### src/rtl/spi_mem_bridge_if.sv
// Byte-level link between the SPI slave front end, the command bridge and a
// synchronous byte-wide memory.
interface spi_mem_bridge_if #(parameter int ADDR_W = 8);
  // Handshake: strobes, not valid/ready. rx_strobe marks rx_byte valid for
  // exactly one SCLK cycle and there is no backpressure. mem_we and mem_re are
  // one-cycle commands, and mem_rdata is sampled on the edge that ends mem_re.
  logic              cs_n;
  logic [7:0]        rx_byte;
  logic              rx_strobe;
  logic [7:0]        tx_byte;
  logic [ADDR_W-1:0] mem_addr;
  logic [7:0]        mem_wdata;
  logic              mem_we;
  logic              mem_re;
  logic [7:0]        mem_rdata;
  logic              illegal_cmd;

  modport slave (
    input  cs_n, rx_byte, rx_strobe, mem_rdata,
    output tx_byte, mem_addr, mem_wdata, mem_we, mem_re, illegal_cmd
  );

  modport master (
    output cs_n, rx_byte, rx_strobe, mem_rdata,
    input  tx_byte, mem_addr, mem_wdata, mem_we, mem_re, illegal_cmd
  );
endinterface

### src/rtl/spi_mem_bridge.sv
// Frame decoder: command, address and data bytes from the SPI slave become
// single-cycle memory strobes, with read data returned on tx_byte.
module spi_mem_bridge #(
  parameter int ADDR_W = 8
) (
  input  logic            SCLK,
  input  logic            reset,
  spi_mem_bridge_if.slave bus,
  output logic [2:0]      fsm_state
);
  typedef enum logic [2:0] {
    IDLE        = 3'd0,
    GET_ADDR_W  = 3'd1,
    GET_ADDR_R  = 3'd2,
    WR_DATA     = 3'd3,
    RD_PREFETCH = 3'd4,
    RD_DATA     = 3'd5,
    STATUS      = 3'd6,
    IGNORE      = 3'd7
  } state_t;

  state_t            state_q, state_d;
  logic              we_q, we_d, re_q, re_d;
  logic [ADDR_W-1:0] addr_q;
  logic [7:0]        wdata_q, tx_q;
  logic [3:0]        wr_count;
  logic              ill_q;
  logic              load_addr, load_wdata, load_status, load_rd, set_ill, clr_ill;
  logic              stb, abort;

  // A strobe that arrives with cs_n high, or while a read is in flight, is dropped.
  assign abort = reset | bus.cs_n;
  assign stb   = bus.rx_strobe & ~bus.cs_n & ~re_q;

  always_ff @(posedge SCLK or posedge abort) begin
    if (abort) begin
      state_q <= IDLE;
      we_q    <= 1'b0;
      re_q    <= 1'b0;
    end else begin
      state_q <= state_d;
      we_q    <= we_d;
      re_q    <= re_d;
    end
  end

  always_comb begin
    state_d     = state_q;
    we_d        = 1'b0;
    re_d        = 1'b0;
    load_addr   = 1'b0;
    load_wdata  = 1'b0;
    load_status = 1'b0;
    load_rd     = 1'b0;
    set_ill     = 1'b0;
    clr_ill     = 1'b0;
    case (state_q)
      IDLE: begin
        if (stb) begin
          case (bus.rx_byte)
            8'h02:   state_d = GET_ADDR_W;
            8'h03:   state_d = GET_ADDR_R;
            8'h05: begin
              state_d     = STATUS;
              load_status = 1'b1;
            end
            default: begin
              state_d = IGNORE;
              set_ill = 1'b1;
            end
          endcase
        end
      end
      GET_ADDR_W: begin
        if (stb) begin
          load_addr = 1'b1;
          state_d   = WR_DATA;
        end
      end
      WR_DATA: begin
        if (stb) begin
          we_d       = 1'b1;
          load_wdata = 1'b1;
        end
      end
      GET_ADDR_R: begin
        if (stb) begin
          load_addr = 1'b1;
          re_d      = 1'b1;
          state_d   = RD_PREFETCH;
        end
      end
      RD_PREFETCH: begin
        load_rd = 1'b1;
        state_d = RD_DATA;
      end
      RD_DATA: begin
        if (stb) begin
          re_d    = 1'b1;
          state_d = RD_PREFETCH;
        end
      end
      STATUS: begin
        if (stb) clr_ill = 1'b1;
      end
      IGNORE: begin
        state_d = IGNORE;
      end
      default: state_d = IDLE;
    endcase
  end

  // Address, counters and status survive a cs_n abort; only reset clears them.
  always_ff @(posedge SCLK or posedge reset) begin
    if (reset) begin
      addr_q   <= '0;
      wdata_q  <= 8'h00;
      tx_q     <= 8'h00;
      wr_count <= 4'd0;
      ill_q    <= 1'b0;
    end else begin
      if (load_addr)
        addr_q <= bus.rx_byte[ADDR_W-1:0];
      else if (we_q || load_rd)
        addr_q <= addr_q + ADDR_W'(1);
      if (we_q)
        wr_count <= wr_count + 4'd1;
      if (load_wdata)
        wdata_q <= bus.rx_byte;
      if (load_status)
        tx_q <= {wr_count, 2'b00, ill_q, 1'b0};
      else if (load_rd)
        tx_q <= bus.mem_rdata;
      if (set_ill)
        ill_q <= 1'b1;
      else if (clr_ill)
        ill_q <= 1'b0;
    end
  end

  assign bus.tx_byte     = tx_q;
  assign bus.mem_addr    = addr_q;
  assign bus.mem_wdata   = wdata_q;
  assign bus.mem_we      = we_q;
  assign bus.mem_re      = re_q;
  assign bus.illegal_cmd = ill_q;
  assign fsm_state       = state_q;
endmodule

### src/flat_wrapper.sv
// flat-port wrapper written by rule: the top's interface ports become plain ports
module spi_mem_bridge_flat 
#(
  parameter int ADDR_W = 8
)
  (SCLK, reset, fsm_state, bus_cs_n, bus_rx_byte, bus_rx_strobe, bus_mem_rdata, bus_tx_byte, bus_mem_addr, bus_mem_wdata, bus_mem_we, bus_mem_re, bus_illegal_cmd);
  spi_mem_bridge_if #(.ADDR_W(ADDR_W)) bus_i ();
  input  logic SCLK;
  input  logic reset;
  output logic [2:0] fsm_state;
  input wire logic [$bits(bus_i.cs_n)-1:0] bus_cs_n;
  input wire logic [$bits(bus_i.rx_byte)-1:0] bus_rx_byte;
  input wire logic [$bits(bus_i.rx_strobe)-1:0] bus_rx_strobe;
  input wire logic [$bits(bus_i.mem_rdata)-1:0] bus_mem_rdata;
  output wire logic [$bits(bus_i.tx_byte)-1:0] bus_tx_byte;
  output wire logic [$bits(bus_i.mem_addr)-1:0] bus_mem_addr;
  output wire logic [$bits(bus_i.mem_wdata)-1:0] bus_mem_wdata;
  output wire logic [$bits(bus_i.mem_we)-1:0] bus_mem_we;
  output wire logic [$bits(bus_i.mem_re)-1:0] bus_mem_re;
  output wire logic [$bits(bus_i.illegal_cmd)-1:0] bus_illegal_cmd;
  assign bus_i.cs_n = bus_cs_n;
  assign bus_i.rx_byte = bus_rx_byte;
  assign bus_i.rx_strobe = bus_rx_strobe;
  assign bus_i.mem_rdata = bus_mem_rdata;
  assign bus_tx_byte = bus_i.tx_byte;
  assign bus_mem_addr = bus_i.mem_addr;
  assign bus_mem_wdata = bus_i.mem_wdata;
  assign bus_mem_we = bus_i.mem_we;
  assign bus_mem_re = bus_i.mem_re;
  assign bus_illegal_cmd = bus_i.illegal_cmd;
  spi_mem_bridge #(.ADDR_W(ADDR_W)) u_core (.SCLK(SCLK), .reset(reset), .bus(bus_i), .fsm_state(fsm_state));
endmodule
### config.mk
export PLATFORM = sky130hd
export DESIGN_NAME = spi_mem_bridge_flat
export DESIGN_NICKNAME = d
export VERILOG_FILES = /design/src/rtl/spi_mem_bridge_if.sv /design/src/rtl/spi_mem_bridge.sv /design/src/flat_wrapper.sv
export SDC_FILE = /design/constraint.sdc
export NUM_CORES = 1
export LEC_CHECK = 0
export CELL_PAD_IN_SITES_DETAIL_PLACEMENT = 2
export CELL_PAD_IN_SITES_GLOBAL_PLACEMENT = 2
export CORE_MARGIN = 5
export CORE_UTILIZATION = 26
export CTS_BUF_LIST = sky130_fd_sc_hd__clkbuf_8 sky130_fd_sc_hd__clkbuf_16
export CTS_CLUSTER_SIZE = 14
export DETAILED_ROUTE_END_ITERATION = 6
export PLACE_DENSITY_LB_ADDON = 0.1
export SYNTH_ARGS = -nofsm -noshare
export SYNTH_HDL_FRONTEND = slang
export SYNTH_SLANG_ARGS = --single-unit
### constraint.sdc
create_clock -name SCLK -period 1.5 [get_ports SCLK]
set_clock_uncertainty 0.05 [all_clocks]
set_input_delay 0.15 -clock SCLK [delete_from_list [all_inputs] [get_ports SCLK]]
set_output_delay 0.15 -clock SCLK [all_outputs]
set_load 0.01 [all_outputs]
==> results.md <==
* Outcome: complete, but fails checks
* Violated checks: setup timing
* FF/Latch Area at ~860 µm²
* Wire length on met1 at between 2000 and 2500 µm
* Cell type with the largest total area after synthesis: dfrtp_1
* Routed length on met2 at ~3100 µm
* Total length of routed met3 wires at 219 µm
* Maximum count of clock buffers along a single path at 2
* Final GP Congestion at between 0.8 and 0.9
* CP required at roughly 1.6 ns
* Starting density of the core at a little over a quarter
* Max layer used: met4
* Critical Path End Type: flip-flop
* Layout area overhead at 64.0%
* Async set-reset flop share out of synthesis at between 90% and 100%
* Crit-path max FO at 5
* Max-cap violation count at 0
* Stage delay of the slowest cell on the critical path at between 0.4 and 0.5 ns
* Worst relative slew slack at 63.9%
* Number of antenna violations at the first check in global routing at 0
* Final worst slack at -0.116 ns
* Standard cell with the maximum stage delay on the critical path: dfrtp_1
* Number of buffers created by CTS at 5
* Yosys Warn Count at 0
* Syn Inst Count at 155
* TritonCTS clock tree: done
* I/O pin total at 50
* Final-stage net count at about 260
* Total via count after detailed routing at ~1600
* Overall die area at 8170 µm²
* Via count of the first global-routing pass at ~1800
* Clock slew seen by the registers of the worst setup and hold paths at around 0.07 ns
* Cells along the critical path: nor4b_4, buf_4, nand2_4, or3_4, mux2i_1
* Number of synthesized register bits at 34
* R2R Path End: u_core.bus.tx_byte[7]
* Die extent in x at around 90 µm
* Wire length per cell after detailed routing at between 15 and 20 µm
* HPWL Detailed at between 4000 and 5000 µm
* Inst Count DP at 300
* Layout cells sized above 1 at 29.5%
* TritonCTS Sinks at 34
* Startpoint kind of the worst setup timing path: flip-flop
* Global-route wire length before repair at between 9000 and 10000 µm
* Share of the synthesized area in the top cell type at slightly above 50%
* Maximum clock rate at slightly above 0.6 GHz
* Leading post-synthesis cells by cell area: dfrtp_1 51%, mux2i_1 6.6%, mux2_2 6.0%
* Power per Cell Area at ~1000 nW/µm²
* Hold-fix buffers, CTS at 0
* DRC violation count after routing at 0
* GRT Resource Usage Total at 14.0%
* Unrepaired setup endpoints after global routing: true
* CTS H-Tree Depth at 2
* Top library cells by usage in the layout, fill and taps aside: 42 x clkdlybuf4s50_1, 29 x buf_4, 29 x dfrtp_1
* Count of antenna-violating nets left after detailed routing at 0
* Footprint of the multi-input gates at between 800 and 900 µm²
* Count of flip-flops with a built-in enable after synthesis at 0
* Share of the cycle needed by the critical path after routing at 108%
* Final setup viols at 21
* Leakage power at around 1.3 nW
* Count of buffers from port buffering at between 40 and 50
* Chip Height at between 90 and 100 µm
* Root Buffer: clkbuf_8
* Post-synthesis area per instance at 10.8 µm²
* Tmin final at between 1.5 and 2 ns
* Overflow left after global routing at 0
* Signal arrival time at the worst endpoint at ~1.7 ns
* Hold Fails Final Rpt at 0
* Critical path start-end classification: flip-flop to flip-flop
* Filler-free cell count of the finished design at between 300 and 400
* Worst-case hold slack at just over 0.2 ns
* Worst reg2reg path depth at 5
* Clock latency of the later-clocked register in the worst-skew pair at about 0.29 ns
* Worst slew pin tran at around 0.54 ns
* Setup slack on the worst flop-to-flop path at -0.12 ns
* Core region area at ~6300 µm²
* Number of vias per cell after detailed routing at about 4.9
* Commonest non-fill, non-tap cell in the layout: clkdlybuf4s50_1
* Fill cell count at between 600 and 700
* Combined area of all synthesized cells at approximately 1700 µm²
* Worst ir drop on vdd at roughly 420 µV
* Drt first-iter violations at 24
* Worst R2R Start: u_core.bus.mem_re
* Drt pass-1 iters at 4
* Sequential area share after synthesis at 50.6%
* Top FF cell, synth: dfrtp_1
* Synth cell types at 35
* Max-slew violation count at 0
* Number of cell rows at 29
* Synth Net Count at roughly 180
* Aggregate routed wire length at around 6000 µm
* Classification of the worst-slack hold path: input port to async pin
* Number of antenna cells inserted at 0
* Maximum number of pins on one net before global-route repair at 30
-- report_power, final --
group,internal [mW],switching [mW],leakage (nW)
Clock,0.363,0.331,0.0524
Sequential,1.06,0.122,0.432
Combinational,0.488,0.379,0.811
-- worst max path at each step --
stage,start,end,cells after the start
after detailed placement,bus_cs_n,u_core.bus.tx_byte[7],5
after CTS,u_core.fsm_state[2],u_core.bus.mem_addr[7],6
after floorplan,u_core.fsm_state[2],u_core.bus.mem_wdata[0],4
final,u_core.bus.mem_re,u_core.bus.tx_byte[7],5
after global routing,u_core.bus.mem_re,u_core.bus.tx_byte[7],5
after global placement,bus_cs_n,u_core.bus.tx_byte[6],5
-- cells in the mapped netlist, drive strengths merged (2+ instances only) --
master / count
dfrtp: 34
a31oi: 2
o211ai: 2
mux2i: 11
and3: 2
nor2: 14
o21ai: 6
xnor2: 2
a21o: 3
o31ai: 2
nor3: 2
xor2: 10
and4: 2
clkbuf: 4
buf: 3
nand2: 9
ha: 2
a21oi: 15
nand3: 5
mux2: 9
inv: 4
o2111ai: 2
-- logic make-up after synthesis --
family	synth area share [%]
AND/OR/NAND/NOR	13.0
buffers and inverters	3.05
multiplexers	12.6
XOR/XNOR	6.25
flip-flops	50.6
AO/OA/AOI/OAI	13.0
adder cells (fa/ha/maj)	1.49
-- per-stage QoR --
step / total power [mW] / setup slack [ns] / utilization [%] / TNS (ns) / cell area, µm²
after CTS: 2.77 / -0.0873 / 42.3 / -0.876 / 2670
after detailed placement: 2.04 / -0.436 / 39.7 / -8.72 / 2500
after floorplan: 1.52 / -0.141 / - / -1.71 / 1740
final: 2.74 / -0.116 / 43.6 / -1.39 / 2760
after global routing: 2.91 / -0.176 / 43.6 / -2.70 / 2760
after global placement: 2.00 / -0.382 / 39.7 / -6.98 / 2500
-- per-layer routing --
| layer | up-vias | track usage (%) |
|---|---|---|
| met1 | 796 | 16.2 |
| met2 | 25 | 24.9 |
| met5 | - | 0 |
| met3 | 6 | 4.00 |
| li1 | 726 | - |
| met4 | 0 | 4.09 |
-- registers in the layout, indices dropped and copies added (netlist names) --
register	cells
u_core.bus.illegal_cmd	1
u_core.bus.mem_addr	8
u_core.bus.mem_re	1
u_core.bus.mem_wdata	8
u_core.bus.mem_we	1
u_core.bus.tx_byte	8
u_core.fsm_state	3
u_core.wr_count	4
-- area by class of cell --
class                           count  area share, %
Clock buffer                        6           3.00
Clock inverter                      2          0.318
Inverter                            4          0.545
Multi-Input combinational cell    111           32.0
Sequential cell                    34           31.1
Tap cell                           77           3.50
Timing Repair Buffer               84           29.6
-- worst max-delay path, delay by kind of cell (launching register included) --
kind	cells	cell delay [ns]
and+or+nand+nor	3	0.71
DFF	1	0.41
buffers and inverters	1	0.19
muxes	1	0.14
-- what timing repair did --
action	4_1_cts	5_1_grt
gates resized for setup	16	11
pin swaps	6	4
hold endpoints to repair	0	0
buffers inserted	6	2
endpoints found under the setup margin	29	28
cloned	1	1
Note: power is estimated with default switching activity, not from simulation.
==> variant 1, RTL diff (same flow settings) <==
`ADDR_W` is set to 8 in 3 places; all go to 6.
--- a/src/rtl/spi_mem_bridge_if.sv
+++ b/src/rtl/spi_mem_bridge_if.sv
@@ -1,6 +1,6 @@
 // Byte-level link between the SPI slave front end, the command bridge and a
 // synchronous byte-wide memory.
-interface spi_mem_bridge_if #(parameter int ADDR_W = 8);
+interface spi_mem_bridge_if #(parameter int ADDR_W = 6);
   // Handshake: strobes, not valid/ready. rx_strobe marks rx_byte valid for
   // exactly one SCLK cycle and there is no backpressure. mem_we and mem_re are
   // one-cycle commands, and mem_rdata is sampled on the edge that ends mem_re.
--- a/src/rtl/spi_mem_bridge.sv
+++ b/src/rtl/spi_mem_bridge.sv
@@ -1,7 +1,7 @@
 // Frame decoder: command, address and data bytes from the SPI slave become
 // single-cycle memory strobes, with read data returned on tx_byte.
 module spi_mem_bridge #(
-  parameter int ADDR_W = 8
+  parameter int ADDR_W = 6
 ) (
   input  logic            SCLK,
   input  logic            reset,
--- a/src/flat_wrapper.sv
+++ b/src/flat_wrapper.sv
@@ -1,7 +1,7 @@
 // flat-port wrapper written by rule: the top's interface ports become plain ports
 module spi_mem_bridge_flat 
 #(
-  parameter int ADDR_W = 8
+  parameter int ADDR_W = 6
 )
   (SCLK, reset, fsm_state, bus_cs_n, bus_rx_byte, bus_rx_strobe, bus_mem_rdata, bus_tx_byte, bus_mem_addr, bus_mem_wdata, bus_mem_we, bus_mem_re, bus_illegal_cmd);
   spi_mem_bridge_if #(.ADDR_W(ADDR_W)) bus_i ();
Interface: changed (resized bus_mem_addr); port bits go from 50 to 48. The function was not compared with the original's and may differ.
==> variant 1 against the original RTL <==
  * The run still ends with negative setup slack left
  * Critical endpoint is now u_core.bus.illegal_cmd
  * Highest routed layer unchanged
  * Via count decreased by 12%
  * Setup slack better by 0.018 ns
  * Sequential power shrank 3%
  * Clock power up 6.8%
  * Final area down 5.7%
  * Count of clock-buffer cells in the layout up 1
  * Synthesized area down 7.1%
  * Total power shrank 1.4%
  * Routed wire length decreased by 12%
  * Largest cell class is now sequential cells
  * Sequential cell count decreased by 2
==> variant 1: results (changes against the original RTL) <==
stage;metric;value;unit;change
layout;design.final.nets;234;;-11%
routing;detailedRoute.firstPassIterationCount;4;;unchanged
clock_tree;post_cts.repair.setup_buffers;7;;+1
routing;detail_route.vias_per_cell;4.76;;-2.6%
power;worst_vdd_drop;0.342;mV;-19%
place;place_ws;-0.593;ns;-0.157 ns
place;finalWeightedCongestion;0.808;;-9.1%
place;dpl-instance-area;2280;µm²;-8.8%
global_routing;grt_max_degree;28;;-6.7%
synthesis;biggest_area_contributors_in_the_synthesized_netlist;sky130_fd_sc_hd__dfrtp_1 51%, sky130_fd_sc_hd__mux2_2 6.5%, sky130_fd_sc_hd__xor2_1 4.5%;;
routing;detail_route.wirelength;5140;µm;-12%
timing;setup_viol;19;;-9.5%
layout;final_layout_size_suffix_gt1_frac;0.394;;+0.0998
layout;fillCellCount;623;;-7.8%
setup_path;endpoint_of_the_lowest_slack_register_to_register_path;u_core.bus.illegal_cmd;;
synthesis;synth-seq-area-share;0.513;;+0.00690
place;hpwl;3630;µm;-12%
synthesis;synth_cell_types;45;;+29%
clock_tree;cts_resized;29;;+13
timing;finalWorstSetupSlack;-0.0977;ns;+0.0181 ns
synthesis;synth_common_cells;32 x sky130_fd_sc_hd__dfrtp_1, 11 x sky130_fd_sc_hd__nor2_1, 9 x sky130_fd_sc_hd__mux2_2;;
setup_path;worst_r2r_path_cells;4;;-1
global_routing;grt_first_pass_wirelength;8220;µm;-11%
place;count_of_input_and_output_buffers;47;;-4.1%
power;power.leakage;1.16;nW;-10%
synthesis;syn_nets;150;;-15%
timing;fin_worst_hold_slack;0.176;ns;-0.0253 ns
synthesis;top_flip_flop_cell_by_instance_count_after_synthesis;sky130_fd_sc_hd__dfrtp_1;;
timing;timing_worst_slew_pin_value;0.461;ns;-0.0777 ns
synthesis;ys_async_sr_fraction;1.00;;unchanged
status;outcome;complete, but fails checks;;
power;power.net_switching;809;µW;-2.7%
status;violations;negative setup slack;;
routing;drt_first_iter_violations;29;;+21%
layout;area.growth.synth_to_final;66.5;%;
setup_path;critical_path_peak_fanout;4;;-1
global_routing;grt_pass1_vias;1594;;-9.4%
-- variant 1: changes by cell type in the layout (fill, tap and decap cells not counted), moves of 3 or more --
cell,change
sky130_fd_sc_hd__mux2i_1,-10
sky130_fd_sc_hd__a21oi_1,-8
sky130_fd_sc_hd__clkdlybuf4s50_1,-6
sky130_fd_sc_hd__a221o_1,+5
sky130_fd_sc_hd__nand2_1,-5
sky130_fd_sc_hd__and2_2,+4
sky130_fd_sc_hd__buf_6,+4
sky130_fd_sc_hd__nand3_1,-4
sky130_fd_sc_hd__a21o_1,-3
sky130_fd_sc_hd__a22o_2,+3
sky130_fd_sc_hd__clkdlybuf4s15_1,+3
sky130_fd_sc_hd__dfrtp_1,-3
sky130_fd_sc_hd__nor2_2,-3
sky130_fd_sc_hd__o21ai_0,-3
-- variant 1: how the worst max path moves through the flow --
stage / endpoint / slack, ns / depth (start not counted) / start
2_1_floorplan: u_core.bus.mem_wdata[0] / -0.17 / 4 / u_core.fsm_state[2]
3_3_place_gp: u_core.bus.tx_byte[5] / -0.53 / 5 / bus_rx_byte[4]
3_5_place_dp: u_core.bus.tx_byte[7] / -0.59 / 5 / bus_rx_byte[4]
4_1_cts: u_core.bus.tx_byte[7] / -0.08 / 4 / u_core.fsm_state[2]
5_1_grt: u_core.bus.illegal_cmd / -0.18 / 4 / u_core.bus.mem_re
6_report: u_core.bus.illegal_cmd / -0.1 / 4 / u_core.bus.mem_re
-- variant 1: cells by family (layout without fill, tap and decap cells) --
kind of cell    count (synthesis)  after routing  synth area share
compound gates                 29             29             0.148
xor+xnor                       10             10            0.0561
fa+ha+maj                       2              2            0.0160
buf+inv                         9             94            0.0361
flops                          32             32             0.513
mux                            10             10            0.0714
simple gates                   36             36             0.160
-- variant 1: power groups by stage --
| stage | Clock (mW) | Sequential (mW) | Combinational, mW |
|---|---|---|---|
| floorplan | 0 | 1.18 | 0.247 |
| global placement | 0 | 1.14 | 0.707 |
| detailed placement | 0 | 1.15 | 0.725 |
| CTS | 0.758 | 1.15 | 0.745 |
| global route | 0.801 | 1.16 | 0.883 |
| finish | 0.741 | 1.14 | 0.823 |
-- variant 1: per-layer routing --
layer  part of all wire  global-route usage  vias to the layer above
li1                   -                   -                      635
met1               0.42               0.162                      689
met2               0.52               0.245                       40
met3              0.053              0.0407                        6
met4             0.0093              0.0502                        0
met5                  0                   0                        -
-- variant 1: cell type report --
cell class / count / area share
tap: 75 / 0.0361
inverter: 3 / 0.00434
timing repair buffer: 83 / 0.300
sequential: 32 / 0.311
clock buffer: 7 / 0.0371
clock inverter: 1 / 0.00145
multi-input combinational: 87 / 0.310
-- variant 1: stage by stage --
step                std cells  setup TNS, ns
CTS                       278          -1.13
finish                    288          -1.35
floorplan                 128          -1.58
global route              288          -2.56
global placement          263          -9.15
detailed placement        263         -10.15
